[src/rtl/robot_motor_driver.sv]
// robot_motor_driver: two H-bridge motor FSMs sharing one PWM, with dead-time on direction reversal.
// Optional macro SENSOR_STOP_EN: forward-commanded motors brake while obstacle sensor S=1.
module robot_motor_driver #(
    parameter int DEAD_CYC = 4
) (
    input  logic       clk,
    input  logic       reset,
    input  logic       M1_1,
    input  logic       M1_0,
    input  logic       M2_1,
    input  logic       M2_0,
    input  logic       S,
    input  logic [3:0] duty,
    output logic       H1_A,
    output logic       H1_B,
    output logic       H2_A,
    output logic       H2_B,
    output logic [1:0] dead
);
    typedef enum logic [2:0] {COAST, FWD, REV, BRAKE, DEAD} state_t;
    localparam logic [3:0] DEAD_LD = 4'(DEAD_CYC - 1);
    logic [3:0] r_cnt;
    logic [3:0] r_duty_q;
    logic       w_pwm;
    logic       w_stop;
    logic [3:0] w_cmd;
    logic [1:0] w_a;
    logic [1:0] w_b;
    logic [1:0] w_dead;
`ifdef SENSOR_STOP_EN
    assign w_stop = S;
`else
    logic w_unused;
    assign w_unused = S;
    assign w_stop   = 1'b0;
`endif
    // duty only takes effect at period boundaries so a period is never split
    always_ff @(posedge clk) begin
        if (reset) begin
            r_cnt    <= '0;
            r_duty_q <= '0;
        end else begin
            r_cnt <= r_cnt + 4'd1;
            if (r_cnt == 4'd15) r_duty_q <= duty;
        end
    end
    assign w_pwm = (r_cnt < r_duty_q) || (r_duty_q == 4'd15);
    assign w_cmd = {M2_1, M2_0, M1_1, M1_0};
    for (genvar g = 0; g < 2; g++) begin : g_motor
        state_t     r_state;
        state_t     w_next;
        state_t     w_req;
        logic [1:0] w_c;
        logic [3:0] r_dcnt;
        logic [3:0] w_dcnt;
        logic       r_a;
        logic       r_b;
        logic       r_dead;
        assign w_c   = w_cmd[2*g +: 2];
        assign w_req = (w_c == 2'b01) ? (w_stop ? BRAKE : FWD) :
                       (w_c == 2'b10) ? REV :
                       (w_c == 2'b11) ? BRAKE : COAST;
        always_comb begin
            w_next = w_req;
            w_dcnt = r_dcnt;
            case (r_state)
                FWD: if (w_req == REV) begin
                    w_next = DEAD;
                    w_dcnt = DEAD_LD;
                end
                REV: if (w_req == FWD) begin
                    w_next = DEAD;
                    w_dcnt = DEAD_LD;
                end
                DEAD: if (r_dcnt != 4'd0) begin
                    w_next = DEAD;
                    w_dcnt = r_dcnt - 4'd1;
                end
                default: ;
            endcase
        end
        always_ff @(posedge clk) begin
            if (reset) begin
                r_state <= COAST;
                r_dcnt  <= '0;
                r_a     <= 1'b0;
                r_b     <= 1'b0;
                r_dead  <= 1'b0;
            end else begin
                r_state <= w_next;
                r_dcnt  <= w_dcnt;
                r_a     <= (r_state == BRAKE) || ((r_state == FWD) && w_pwm);
                r_b     <= (r_state == BRAKE) || ((r_state == REV) && w_pwm);
                r_dead  <= (r_state == DEAD);
            end
        end
        assign w_a[g]    = r_a;
        assign w_b[g]    = r_b;
        assign w_dead[g] = r_dead;
    end
    assign H1_A = w_a[0];
    assign H1_B = w_b[0];
    assign H2_A = w_a[1];
    assign H2_B = w_b[1];
    assign dead = w_dead;
endmodule

[config.mk]
export PLATFORM = sky130hd
export DESIGN_NAME = robot_motor_driver
export DESIGN_NICKNAME = d
export VERILOG_FILES = /design/src/rtl/robot_motor_driver.sv
export SDC_FILE = /design/constraint.sdc
export NUM_CORES = 1
export LEC_CHECK = 0
export CAP_MARGIN = 20
export CORE_ASPECT_RATIO = 1.4
export CORE_MARGIN = 10
export CORE_UTILIZATION = 45
export DETAILED_ROUTE_END_ITERATION = 8
export PLACE_DENSITY_LB_ADDON = 0.08
export SETUP_SLACK_MARGIN = 0.05
export SLEW_MARGIN = 20
export SYNTH_ARGS = -nofsm -noshare
export SYNTH_HDL_FRONTEND = slang
export SYNTH_SLANG_ARGS = --single-unit
[constraint.sdc]
create_clock -name clk -period 1.6 [get_ports clk]
set_input_delay 0.24 -clock clk [delete_from_list [all_inputs] [get_ports clk]]
set_output_delay 0.24 -clock clk [all_outputs]
set_load 0.005 [all_outputs]
**Word-level counts from Yosys, hierarchy flattened**

Index checks and enable logic that the tools add are counted.
W data, S select, Z words.

- Order comparisons: 1
- $add $sub $neg: 3
- Eq/ne operators: 26
- Reduce and logical (&&, ||, !) cells: 15
- Mux-type cells: 22

Operator list:

| cell | number |
|---|---|
| $mux W4 | 6 |
| $pmux W4 S3 | 2 |
| $mux W3 | 6 |
| $pmux W3 S3 | 2 |
| $eq A2 B2 Y1 const B | 6 |
| $eq A3 B2 Y1 const B | 4 |
| $mux W2 | 6 |
| $ne A2 B2 Y1 const B | 6 |
| $eq A2 B1 Y1 const B | 4 |
| $eq A4 B4 Y1 const B | 2 |
| $reduce_and A4 Y1 | 2 |
| $reduce_bool A4 Y1 | 2 |
| $sub A4 B1 Y4 const B | 2 |
| $eq A3 B1 Y1 const B | 2 |
| $eq A3 B3 Y1 const B | 2 |
| $reduce_bool A3 Y1 | 2 |
| $logic_or A1 B1 Y1 | 5 |
| $add A4 B1 Y4 const B | 1 |
| $logic_and A1 B1 Y1 | 4 |
| $lt A4 B4 Y1 | 1 |

- Input bits: 11
- Output and inout port bits: 6
- Word-level logic and storage cells: 79
- Register bits: 28

**Logic depth before layout (Yosys ltp)**

- Depth after elaboration: 7
- Gate-level depth with buffers: 6
- Gate-level depth less buffers: 6

**Worst setup path before layout**

Ideal clock, no wire load.

- Path type: register -> register
- Start: register g_motor[0].r_dcnt[0]
- End: register g_motor[0].r_dcnt[3]
- Path buffers: 0
- Clock period less this slack: 1.408 ns
- Arrival: 1.292 ns
- Stages on the path, launching flop included: 7
- Setup time: 0.115 ns
- Setup slack: 0.192 ns
- Cells stage by stage: dfxtp_1 inv_1 ha_1 nor3b_1 nor2_2 and3_1 a31o_1

- Cells in the longest elaborated chain, start to end: 3
- Elaborated cells between the ends (all ways): 6

Ends and longest elaborated chain:

| what | line | text |
|---|---|---|
| from (decl) | 54 | `logic [3:0] r_dcnt;` |
| from (signal assigned) | 91 | `r_dcnt <= w_dcnt;` |
| $sub A4 B1 Y4 / $reduce_bool A4 Y1 (equally long branches) | 77, 75 |  |
| $mux W4 / $ne A2 B2 Y1 (equally long branches) | n/a |  |
| $pmux W4 S3 / $reduce_and A4 Y1 (equally long branches) | n/a |  |

Several ways; a longest one is shown, not always the timed one. The select of a mux whose other input is x is not followed.
A chain may end at the register's enable or synchronous reset.

**Worst setup path in the final report**

- Start: register g_motor[1].r_state[0]
- End: register g_motor[1].r_dcnt[1]

- Cells in the longest elaborated chain, start to end: 3
- Elaborated cells between the ends (all ways): 9

Ends and longest elaborated chain:

| what | line | text |
|---|---|---|
| from (decl) | 50 | `state_t r_state;` |
| from (signal assigned) | 90 | `r_state <= w_next;` |
| $eq A3 B3 Y1, or another cell as far along | 66 | `case (r_state)` |
| $ne A2 B2 Y1 (no source line) / $reduce_bool A3 Y1 (equally long branches) | n/a |  |
| $reduce_and A4 Y1 (no source line) | n/a |  |
| to (signal assigned) | 91 |  |
| to (decl) | 54 |  |

Several ways; a longest one is shown, not always the timed one.

==> impl_metrics.json <==
{
  "clock-sinks": 28,
  "gp_congestion": 0.7899,
  "yosysMostFrequentCell": "dfxtp_1",
  "endpoint_kind": "flip-flop",
  "place_hpwl_mm": 2.113,
  "fin_skew_ps": 2.455,
  "combPwrFrac_pct": 13.5,
  "clockRootBuffer": "clkbuf_8",
  "track_usage_pct": 10.43,
  "syn_area_um2": 1358,
  "synth_warnings": 0,
  "placed_cell_area_um2": 1609,
  "seqPwrFrac_pct": 54.8,
  "power.total_uw": 1357,
  "synth-edff-count": 0,
  "htreeDepth": 1,
  "worstPathMaxFanout": 10,
  "finalNetCount": 189,
  "core_um2": 2878,
  "ys.flop_type": "dfxtp_1",
  "multiInputGateArea_um2": 760.7,
  "synth_top_area_share_pct": 41.29,
  "drv_slew": 0,
  "p_per_area_nw_per_um2": 795.1,
  "synth.area.top_cells": "dfxtp_1, ha_1, nor2_1",
  "dieArea_um2": 5645,
  "setup_viol_count_final": 0,
  "drive_gt1_share_pct": 18.24,
  "ys_ff_latch": 28,
  "clockBufferDepth": 2,
  "path_class": "reg -> reg",
  "holdCritStartpoint": "M1_0",
  "wire_per_inst_um": 13.25,
  "fp.dieH_um": 84.99,
  "power_leakage_uw": 0.0006839,
  "grt_pass1_vias": 1100,
  "insertedDiodeCount": 0,
  "seqCellArea_um2": 561.8,
  "p_switching_uw": 312.3,
  "cts_tree": "done",
  "tightestPinTransition_ps": 358.3,
  "cts_buffers": 3,
  "synth_common_cells": "dfxtp_1, nor2_1, inv_1, a21oi_1",
  "cp-endpoint": "g_motor[1].r_dcnt[1]",
  "ir_worst_vdd_v": 0.0006118,
  "crit_start": "g_motor[1].r_state[0]",
  "die_w_um": 66.42,
  "io_pins": 17,
  "viasPerCell": 5.348,
  "grt_pass1_wl_mm": 4.892,
  "routed_wl_mm": 2.743,
  "regToRegSetupSlack_ps": 130,
  "p_int_uw": 1045,
  "cts_hold_buf": 0,
  "grt_max_degree": 16,
  "timing.fmax_ghz": 0.6792,
  "dr_total_vias": 1107,
  "area_delta_synth_final_pct": 25.71,
  "postRouteAntennaNets": 0,
  "antenna_found_initial": 0,
  "clk_latency_ps": 270,
  "synth_top_area_cell": "dfxtp_1",
  "synth_async_sr_flop_share_pct": 0,
  "reg2reg_depth": 4,
  "worstReg2RegStart": "g_motor[1].r_state[0]",
  "maxCapViolCount": 0,
  "yosysSeqAreaShare_pct": 41.29,
  "p_sw_share_pct": 23.01,
  "syn_inst": 144,
  "rsz0062_at_grt": "false",
  "globalRouteOverflowTotal": 0,
  "synth_cell_types": 44,
  "drt_first_iter_violations": 33,
  "period_needed_ps": 1472,
  "post-route-period-util_pct": 92.02,
  "design_area_um2": 1707,
  "slew_headroom_pct": 75.81,
  "clk_pin_slew_ps": 90,
  "hold_viol_final": 0,
  "placementRows": 23,
  "hold_class": "in -> reg",
  "portBuffers": 15,
  "drc": 0,
  "worstPathArrival_ps": 1660,
  "critPathRequiredTime_ps": 1790,
  "syn-num-nets": 162,
  "dr.pass1.iters": 4,
  "fillCellCount": 266,
  "start_util_pct": 47.17,
  "status": "finished, final reports clean",
  "power_frac_clock_pct": 31.6,
  "start_kind": "flip-flop",
  "timing.rr.end": "g_motor[1].r_dcnt[1]",
  "avgSynthCellArea_um2": 9.427
}
sequential cells by signal, indices dropped and copies added, names as in the netlist:
name,cells
r_duty_q,4
g_motor.r_dead,2
H1_B,1
g_motor.r_state,6
r_cnt,4
H1_A,1
H2_B,1
g_motor.r_dcnt,8
H2_A,1
placed cells by master, fill, tap and decap left out, types with 2 or more instances in the layout:
cell,count
nand4bb_1,2
o21ai_0,3
nand2_1,2
or4b_2,2
mux2i_1,4
nor2_1,18
nand3_1,3
a21oi_1,9
ha_1,6
o311ai_0,4
a21o_1,3
xor2_1,3
inv_1,10
nor3b_1,6
clkdlybuf4s50_1,13
dlymetal6s2s_1,2
clkbuf_8,4
dfxtp_1,27
buf_4,12
and3_1,3
or4bb_1,2
nor3_1,7
stage by stage:
step           worst slack (ps)  hold slack [ps]  instances  setup TNS, ps  utilization (%)
6_report                  127.6            397.6        207              0            59.30
5_1_grt                   52.86            408.2        207              0            59.30
4_1_cts                   87.02            493.5        206              0            58.00
3_5_place_dp             -255.9            453.6        202         -907.0            55.91
3_3_place_gp             -231.6            444.2        202         -732.2            55.91
2_1_floorplan             192.5            331.7        144              0                -
power by group through the flow:
stage	logic, µW	registers [µW]	clock network [µW]
2_1_floorplan	102	755	0
3_3_place_gp	168	759	0
3_5_place_dp	175	760	0
4_1_cts	177	744	446
5_1_grt	207	749	478
6_report	184	744	429
worst max-delay path, stage by stage (launching register included):
cell	delay [ps]
dfxtp_1	400
or3b_4	470
a21oi_4	200
nor3_1	90
a311oi_2	230
worst min-delay path by stage:
| stage | endpoint | depth (start not counted) |
|---|---|---|
| global placement | r_cnt[0] | 1 |
| global route | g_motor[0].r_state[0] | 3 |
| finish | g_motor[0].r_state[0] | 3 |
| floorplan | g_motor[0].r_dead | 1 |
| detailed placement | r_cnt[0] | 1 |
| CTS | r_cnt[0] | 1 |
area by class of cell:
type                    instances  share of cell area, %
flip-flops and latches         28                  32.92
well taps                      37                  2.713
inverters                      10                  2.199
multi-input cells             101                  44.57
clock buffers                   4                  3.226
repair buffers                 27                  14.37
timing repair:
action | CTS | global route
endpoints found under the setup margin | 1 | 7
gates resized for setup | 1 | 7
endpoints found under the hold margin | 0 | 0
setup buffers | 0 | 1
pin swaps | 3 | 3
gates cloned | 0 | 0
cell families (layout without fill, tap and decap cells):
family / count (synthesis) / after routing / synth area share (%)
buffers and inverters: 15 / 41 / 4.792
AO/OA/AOI/OAI: 31 / 31 / 17.60
AND/OR/NAND/NOR: 55 / 55 / 24.33
adder cells (fa/ha/maj): 7 / 7 / 6.451
flip-flops: 28 / 28 / 41.29
XOR/XNOR: 4 / 4 / 2.581
multiplexers: 4 / 4 / 2.949
routing by layer:
| layer | vias to the layer above | wire length, µm | global-route usage (%) |
|---|---|---|---|
| met5 | - | 0 | 0 |
| met2 | 11 | 1446 | 18.17 |
| met1 | 524 | 1206 | 12.49 |
| met4 | 0 | 19 | 2.868 |
| met3 | 2 | 71 | 1.842 |
| li1 | 570 | - | - |
(Power assumes the default switching activity.)
